File: src/rtl/bgpu_mem_arbiter.sv
// Round-robin arbiter sharing one memory port between several requesters.
// Requests are issued one per handshake, with grant locking while the memory stalls.
// Outstanding transactions are tracked in order, so each in-order memory response
// can be routed back to its originating port through a credit-limited response FIFO.
module bgpu_mem_arbiter #(
    parameter int unsigned NumPorts       = 2,
    parameter int unsigned AddressWidth   = 32,
    parameter int unsigned DataWidth      = 32,
    parameter int unsigned MaxOutstanding = 4
) (
    input  logic                              clk_i,
    input  logic                              rst_i,
    input  logic [NumPorts-1:0]               req_valid_i,
    output logic [NumPorts-1:0]               req_ready_o,
    input  logic [NumPorts*AddressWidth-1:0]  req_addr_i,
    input  logic [NumPorts-1:0]               req_we_i,
    input  logic [NumPorts*DataWidth-1:0]     req_wdata_i,
    input  logic [NumPorts*(DataWidth/8)-1:0] req_be_i,
    output logic [NumPorts-1:0]               rsp_valid_o,
    input  logic [NumPorts-1:0]               rsp_ready_i,
    output logic [DataWidth-1:0]              rsp_rdata_o,
    output logic                              mem_req_valid_o,
    input  logic                              mem_req_ready_i,
    output logic [AddressWidth-1:0]           mem_req_addr_o,
    output logic                              mem_req_we_o,
    output logic [DataWidth-1:0]              mem_req_wdata_o,
    output logic [(DataWidth/8)-1:0]          mem_req_be_o,
    input  logic                              mem_rsp_valid_i,
    input  logic [DataWidth-1:0]              mem_rsp_rdata_i
);

    localparam int unsigned BeWidth = DataWidth / 8;
    localparam int unsigned IdW     = (NumPorts > 1) ? $clog2(NumPorts) : 1;
    localparam int unsigned PtrW    = (MaxOutstanding > 1) ? $clog2(MaxOutstanding) : 1;
    localparam int unsigned CntW    = $clog2(MaxOutstanding + 1);
    localparam logic [CntW:0] MaxCount = MaxOutstanding[CntW:0];

    typedef enum logic {StIdle, StLocked} state_e;

    state_e              state_q, state_d;
    logic [IdW-1:0]      grant_q, grant_d;
    logic [IdW-1:0]      rrPtr_q, rrPtr_d;
    logic [CntW-1:0]     inflight_q, inflight_d;
    logic [CntW-1:0]     fifoCount_q, fifoCount_d;
    logic [PtrW-1:0]     idWrPtr_q, idWrPtr_d, idRdPtr_q, idRdPtr_d;
    logic [PtrW-1:0]     fifoWrPtr_q, fifoWrPtr_d, fifoRdPtr_q, fifoRdPtr_d;
    logic [IdW-1:0]      idQueue_q [MaxOutstanding];
    logic [IdW-1:0]      fifoId_q [MaxOutstanding];
    logic [DataWidth-1:0] fifoData_q [MaxOutstanding];

    logic                credit;
    logic                arbFound;
    logic [IdW-1:0]      arbGrant;
    int unsigned         idx;
    logic [IdW-1:0]      selGrant;
    logic                issue;
    logic                rspAccept;
    logic                rspPop;
    logic                fifoNotEmpty;
    logic [IdW-1:0]      headId;

    function automatic logic [IdW-1:0] nextPort(input logic [IdW-1:0] p);
        if (32'(p) == NumPorts - 1) return '0;
        return p + 1'b1;
    endfunction

    function automatic logic [PtrW-1:0] nextPtr(input logic [PtrW-1:0] p);
        if (32'(p) == MaxOutstanding - 1) return '0;
        return p + 1'b1;
    endfunction

    // Credit uses registered counts only, so a response never frees a slot in the same cycle.
    assign credit = ({1'b0, inflight_q} + {1'b0, fifoCount_q}) < MaxCount;

    // Round-robin search: first valid port at or after the pointer, wrapping around.
    always_comb begin
        arbFound = 1'b0;
        arbGrant = '0;
        idx      = 0;
        for (int unsigned i = 0; i < NumPorts; i++) begin
            idx = 32'(rrPtr_q) + i;
            if (idx >= NumPorts) idx = idx - NumPorts;
            if (!arbFound && req_valid_i[idx]) begin
                arbFound = 1'b1;
                arbGrant = idx[IdW-1:0];
            end
        end
    end

    // Grant FSM: issue straight from IDLE, or hold the grant in LOCKED until accepted.
    always_comb begin
        state_d         = state_q;
        grant_d         = grant_q;
        rrPtr_d         = rrPtr_q;
        selGrant        = arbGrant;
        mem_req_valid_o = 1'b0;
        case (state_q)
            StIdle: begin
                if (credit && arbFound) mem_req_valid_o = 1'b1;
            end
            StLocked: begin
                mem_req_valid_o = 1'b1;
                selGrant        = grant_q;
            end
            default: begin
                state_d = StIdle;
            end
        endcase
        if (rst_i) mem_req_valid_o = 1'b0;
        issue = mem_req_valid_o && mem_req_ready_i;
        if (issue) begin
            state_d = StIdle;
            rrPtr_d = nextPort(selGrant);
        end else if (mem_req_valid_o) begin
            state_d = StLocked;
            grant_d = selGrant;
        end
    end

    // Payload mux and per-port ready for the currently selected requester.
    always_comb begin
        req_ready_o     = '0;
        if (mem_req_valid_o) req_ready_o[selGrant] = mem_req_ready_i;
        mem_req_addr_o  = req_addr_i[32'(selGrant)*AddressWidth +: AddressWidth];
        mem_req_we_o    = req_we_i[selGrant];
        mem_req_wdata_o = req_wdata_i[32'(selGrant)*DataWidth +: DataWidth];
        mem_req_be_o    = req_be_i[32'(selGrant)*BeWidth +: BeWidth];
    end

    // Response side: accept memory responses into the FIFO, present the head to its port.
    always_comb begin
        rspAccept    = mem_rsp_valid_i && (inflight_q != '0);
        fifoNotEmpty = (fifoCount_q != '0);
        headId       = fifoId_q[fifoRdPtr_q];
        rspPop       = fifoNotEmpty && rsp_ready_i[headId];
        rsp_valid_o  = '0;
        if (fifoNotEmpty && !rst_i) rsp_valid_o[headId] = 1'b1;
        rsp_rdata_o  = fifoData_q[fifoRdPtr_q];
    end

    // Counter and pointer updates; simultaneous increment and decrement cancel out.
    always_comb begin
        inflight_d  = inflight_q;
        fifoCount_d = fifoCount_q;
        if (issue && !rspAccept) inflight_d = inflight_q + 1'b1;
        else if (!issue && rspAccept) inflight_d = inflight_q - 1'b1;
        if (rspAccept && !rspPop) fifoCount_d = fifoCount_q + 1'b1;
        else if (!rspAccept && rspPop) fifoCount_d = fifoCount_q - 1'b1;
        idWrPtr_d   = issue ? nextPtr(idWrPtr_q) : idWrPtr_q;
        idRdPtr_d   = rspAccept ? nextPtr(idRdPtr_q) : idRdPtr_q;
        fifoWrPtr_d = rspAccept ? nextPtr(fifoWrPtr_q) : fifoWrPtr_q;
        fifoRdPtr_d = rspPop ? nextPtr(fifoRdPtr_q) : fifoRdPtr_q;
    end

    // Control state register with synchronous reset; in-flight work is simply forgotten.
    always_ff @(posedge clk_i) begin
        if (rst_i) begin
            state_q     <= StIdle;
            grant_q     <= '0;
            rrPtr_q     <= '0;
            inflight_q  <= '0;
            fifoCount_q <= '0;
            idWrPtr_q   <= '0;
            idRdPtr_q   <= '0;
            fifoWrPtr_q <= '0;
            fifoRdPtr_q <= '0;
        end else begin
            state_q     <= state_d;
            grant_q     <= grant_d;
            rrPtr_q     <= rrPtr_d;
            inflight_q  <= inflight_d;
            fifoCount_q <= fifoCount_d;
            idWrPtr_q   <= idWrPtr_d;
            idRdPtr_q   <= idRdPtr_d;
            fifoWrPtr_q <= fifoWrPtr_d;
            fifoRdPtr_q <= fifoRdPtr_d;
        end
    end

    // Storage arrays need no reset: their valid range is defined by the pointers.
    always_ff @(posedge clk_i) begin
        if (issue) idQueue_q[idWrPtr_q] <= selGrant;
        if (rspAccept) begin
            fifoId_q[fifoWrPtr_q]   <= idQueue_q[idRdPtr_q];
            fifoData_q[fifoWrPtr_q] <= mem_rsp_rdata_i;
        end
    end

    // A response with nothing outstanding means the memory and arbiter disagree.
    rspWithoutRequest: assert property (@(posedge clk_i) disable iff (rst_i)
        mem_rsp_valid_i |-> (inflight_q != '0));

endmodule

File: config.mk
export PLATFORM = sky130hd
export DESIGN_NAME = bgpu_mem_arbiter
export DESIGN_NICKNAME = d
export VERILOG_FILES = /design/src/rtl/bgpu_mem_arbiter.sv
export SDC_FILE = /design/constraint.sdc
export NUM_CORES = 1
export LEC_CHECK = 0
export CORE_AREA = 2 2 154 156
export DETAILED_ROUTE_END_ITERATION = 8
export DIE_AREA = 0 0 156 158
export PLACE_DENSITY = 0.7
export SLEW_MARGIN = 20
export SYNTH_ARGS = -nofsm -noshare
export SYNTH_HDL_FRONTEND = slang
export SYNTH_SLANG_ARGS = --single-unit
File: constraint.sdc
create_clock -name clk_i -period 2.4 [get_ports clk_i]
set_input_delay 0.48 -clock clk_i [delete_from_list [all_inputs] [get_ports clk_i]]
set_output_delay 0.48 -clock clk_i [all_outputs]
set_load 0.1 [all_outputs]
==> metrics.cfg <==
[status]
status=finished with violations
violations=setup timing

[synthesis]
synth_nets=567
syn_avg_cell_area_um2=18.3
ys_ff_latch=157
netlist_area_um2=6830
ys_warn_count=0
ys_types=34
synth_seq_area_share_pct=66.0
syn_inst=373

[floorplanning]
die-area_um2=24600
start_util_pct=29.6
die_width_um=156
ioPinCount=284
coreArea_um2=23100
die_h_um=158
row_count=56

[routing]
via_count=4816
drtIter0Drc=239
viasPerCell=4.71
firstDrtPassIters=4
drc=0
routed_wl_um=21500
antenna_left=0
wire_per_inst_um=21.0

[flow_run]
maxCapViolations=0

[setup_path]
end_kind=primary output
critical_path.cell_chain=clkdlybuf4s15_1 -> nor2b_4 -> o31ai_4 -> buf_6 -> buf_12 -> buf_8 -> mux2_4 -> buf_12
worst_path_max_delay_cell=mux2_4
start_kind=primary input
cpMostUsedCell=buf_12
critPathTopFamily=buffers and inverters
cp_max_fo=5
crit_buf_inv=5
required_ns=1.92
cp.arrival_ns=2.06
critPathKind=primary input to primary output
critPathMaxStageDelay_ns=0.33

[clocking]
clk_pin_slew_ns=0.06
cts_hold_buffers=0
cts_tree=done
cts.sinks=157
root_buffer=clkbuf_16
cts-buffers-inserted=17
clock_latency_ns=0.42
ctsHtreeMaxLevel=4
clockBufferDepth=2

[layout]
final_cells=1022
finish.utilization_pct=55.4
final_common_cell=clkdlybuf4s50_1
area.growth.synth_to_final_pct=86.9
final_area_um2=12800
finalNetCount=910
drive_gt1_share_pct=45.5
final_cell_mix=clkdlybuf4s50_1 (175), edfxtp_1 (136), buf_12 (112)
nFillCells=1741

[sta]
worst_slack_ns=-0.136
post-route-period-util_pct=106
finalCriticalPeriod_ns=2.54
holdWs_ns=0.518
finalSetupTns_ns=-5.88
rsz0062_at_grt=yes
max_slew_margin_pct=59.1
tightest_slew_ns=0.609
setup_viol_count_final=57
fin_skew_ns=0.00620
report.final.slew_viol_count=0
fmax_mhz=394
hold_viol=0

[global_route]
grt_max_degree=34
grt_first_pass_wirelength_um=31000
grt_usage_pct=17.2
grt_antenna_before_repair=4
first_global_vias=5300
grt-ovfl-total=0

[power]
total_power_mw=15.7
power_density_nw_per_um2=1230
ir_drop_mv=0.773
p_leak_nw=4.81

[placement]
numPortBuffers=283
gp_congestion=0.894
dp_hpwl_um=14900
place_ws_ns=-0.334
dp.cells=958
place_area_um2=11400

[min_path]
hold_class=register to register

## what timing repair did
item / CTS / global route
endpoints found under the setup margin: 74 / 104
gates cloned: 4 / 2
resized for setup: 67 / 62
setup buffers: 17 / 10
pin swaps: 7 / 6
## worst reg2reg max path, cell delays in order, from the launching register on
cell     delay [ns]
dfxtp_4        0.38
mux4_2         0.57
mux2i_2        0.19
inv_1          0.09
ha_2           0.18
inv_2          0.04
fa_2           0.32
xor2_1         0.16
or3_1          0.34
a21oi_2        0.13
## routing by layer
metal  vias up  global-route usage, %  part of all wire (%)
li1       2162                      -                     -
met1      2381                   17.3                    33
met2       236                   31.6                    56
met3        35                   6.49                   8.2
met4         2                   7.73                   2.7
met5         -                      0                 0.060
## synth_stat cells, drive strengths merged
library cell,instances,share of area [%]
a21oi,6,0.44
a31oi,1,0.092
and2,9,0.82
buf,12,0.95
clkbuf,5,0.27
dfxtp,21,6.2
edfxtp,136,60
fa,2,0.59
ha,14,2.6
inv,11,0.60
mux2,71,12
mux2i,5,0.79
mux4,34,11
nand2,6,0.33
nand3,1,0.073
nor2,12,0.66
nor2b,2,0.18
nor3,7,0.59
nor3b,1,0.11
nor4,1,0.092
o21ai,3,0.22
o21bai,1,0.11
o2bb2ai,1,0.13
o31ai,4,0.71
or2,1,0.092
or3,2,0.18
xor2,4,0.51
## report_power, final
group | internal (mW) | switching, mW | total (mW)
Combinational | 3.80 | 5.48 | 9.29
Sequential | 3.40 | 0.185 | 3.58
Clock | 1.75 | 1.05 | 2.80
## cell type report
type                            instances  area (µm²)  share of cell area (%)
Clock inverter                         12         184                    1.44
Antenna cell                            3        7.51                  0.0588
Sequential cell                       157        4530                    35.5
Tap cell                              290         363                    2.84
Timing Repair Buffer                  341        4600                    36.0
Clock buffer                           20         437                    3.42
Inverter                               11        41.3                   0.324
Multi-Input combinational cell        188        2600                    20.4
## registers in the layout (all words and copies together), names as in the netlist, 2 cells and up, named ones only
| register | flops |
|---|---|
| fifoId_q | 4 |
| fifoRdPtr_q | 2 |
| fifoWrPtr_q | 2 |
| fifoData_q | 128 |
| idQueue_q | 4 |
| inflight_q | 3 |
| fifoCount_q | 3 |
| idWrPtr_q | 2 |
| idRdPtr_q | 2 |
## kinds of logic after synthesis
| kind of cell | Yosys count | synth area share [%] |
|---|---|---|
| AO/OA/AOI/OAI | 16 | 1.70 |
| flip-flops | 157 | 66.0 |
| AND/OR/NAND/NOR | 42 | 3.13 |
| multiplexers | 110 | 23.7 |
| buffers and inverters | 28 | 1.83 |
| adder cells (fa/ha/maj) | 16 | 3.15 |
| XOR/XNOR | 4 | 0.513 |
## path summary, 6_finish.rpt
kind / from / end / slack (ns) / cells past startpoint
hold reg to reg: idRdPtr_q[1] / register / 0.52 / 2
hold / removal: idRdPtr_q[1] / register / 0.52 / 2
setup / recovery: req_valid_i[0] / mem_req_be_o[1] / -0.14 / 8
setup reg to reg: register / fifoCount_q[2] / -0.06 / 9
Note: power is estimated with default switching activity, not from simulation.
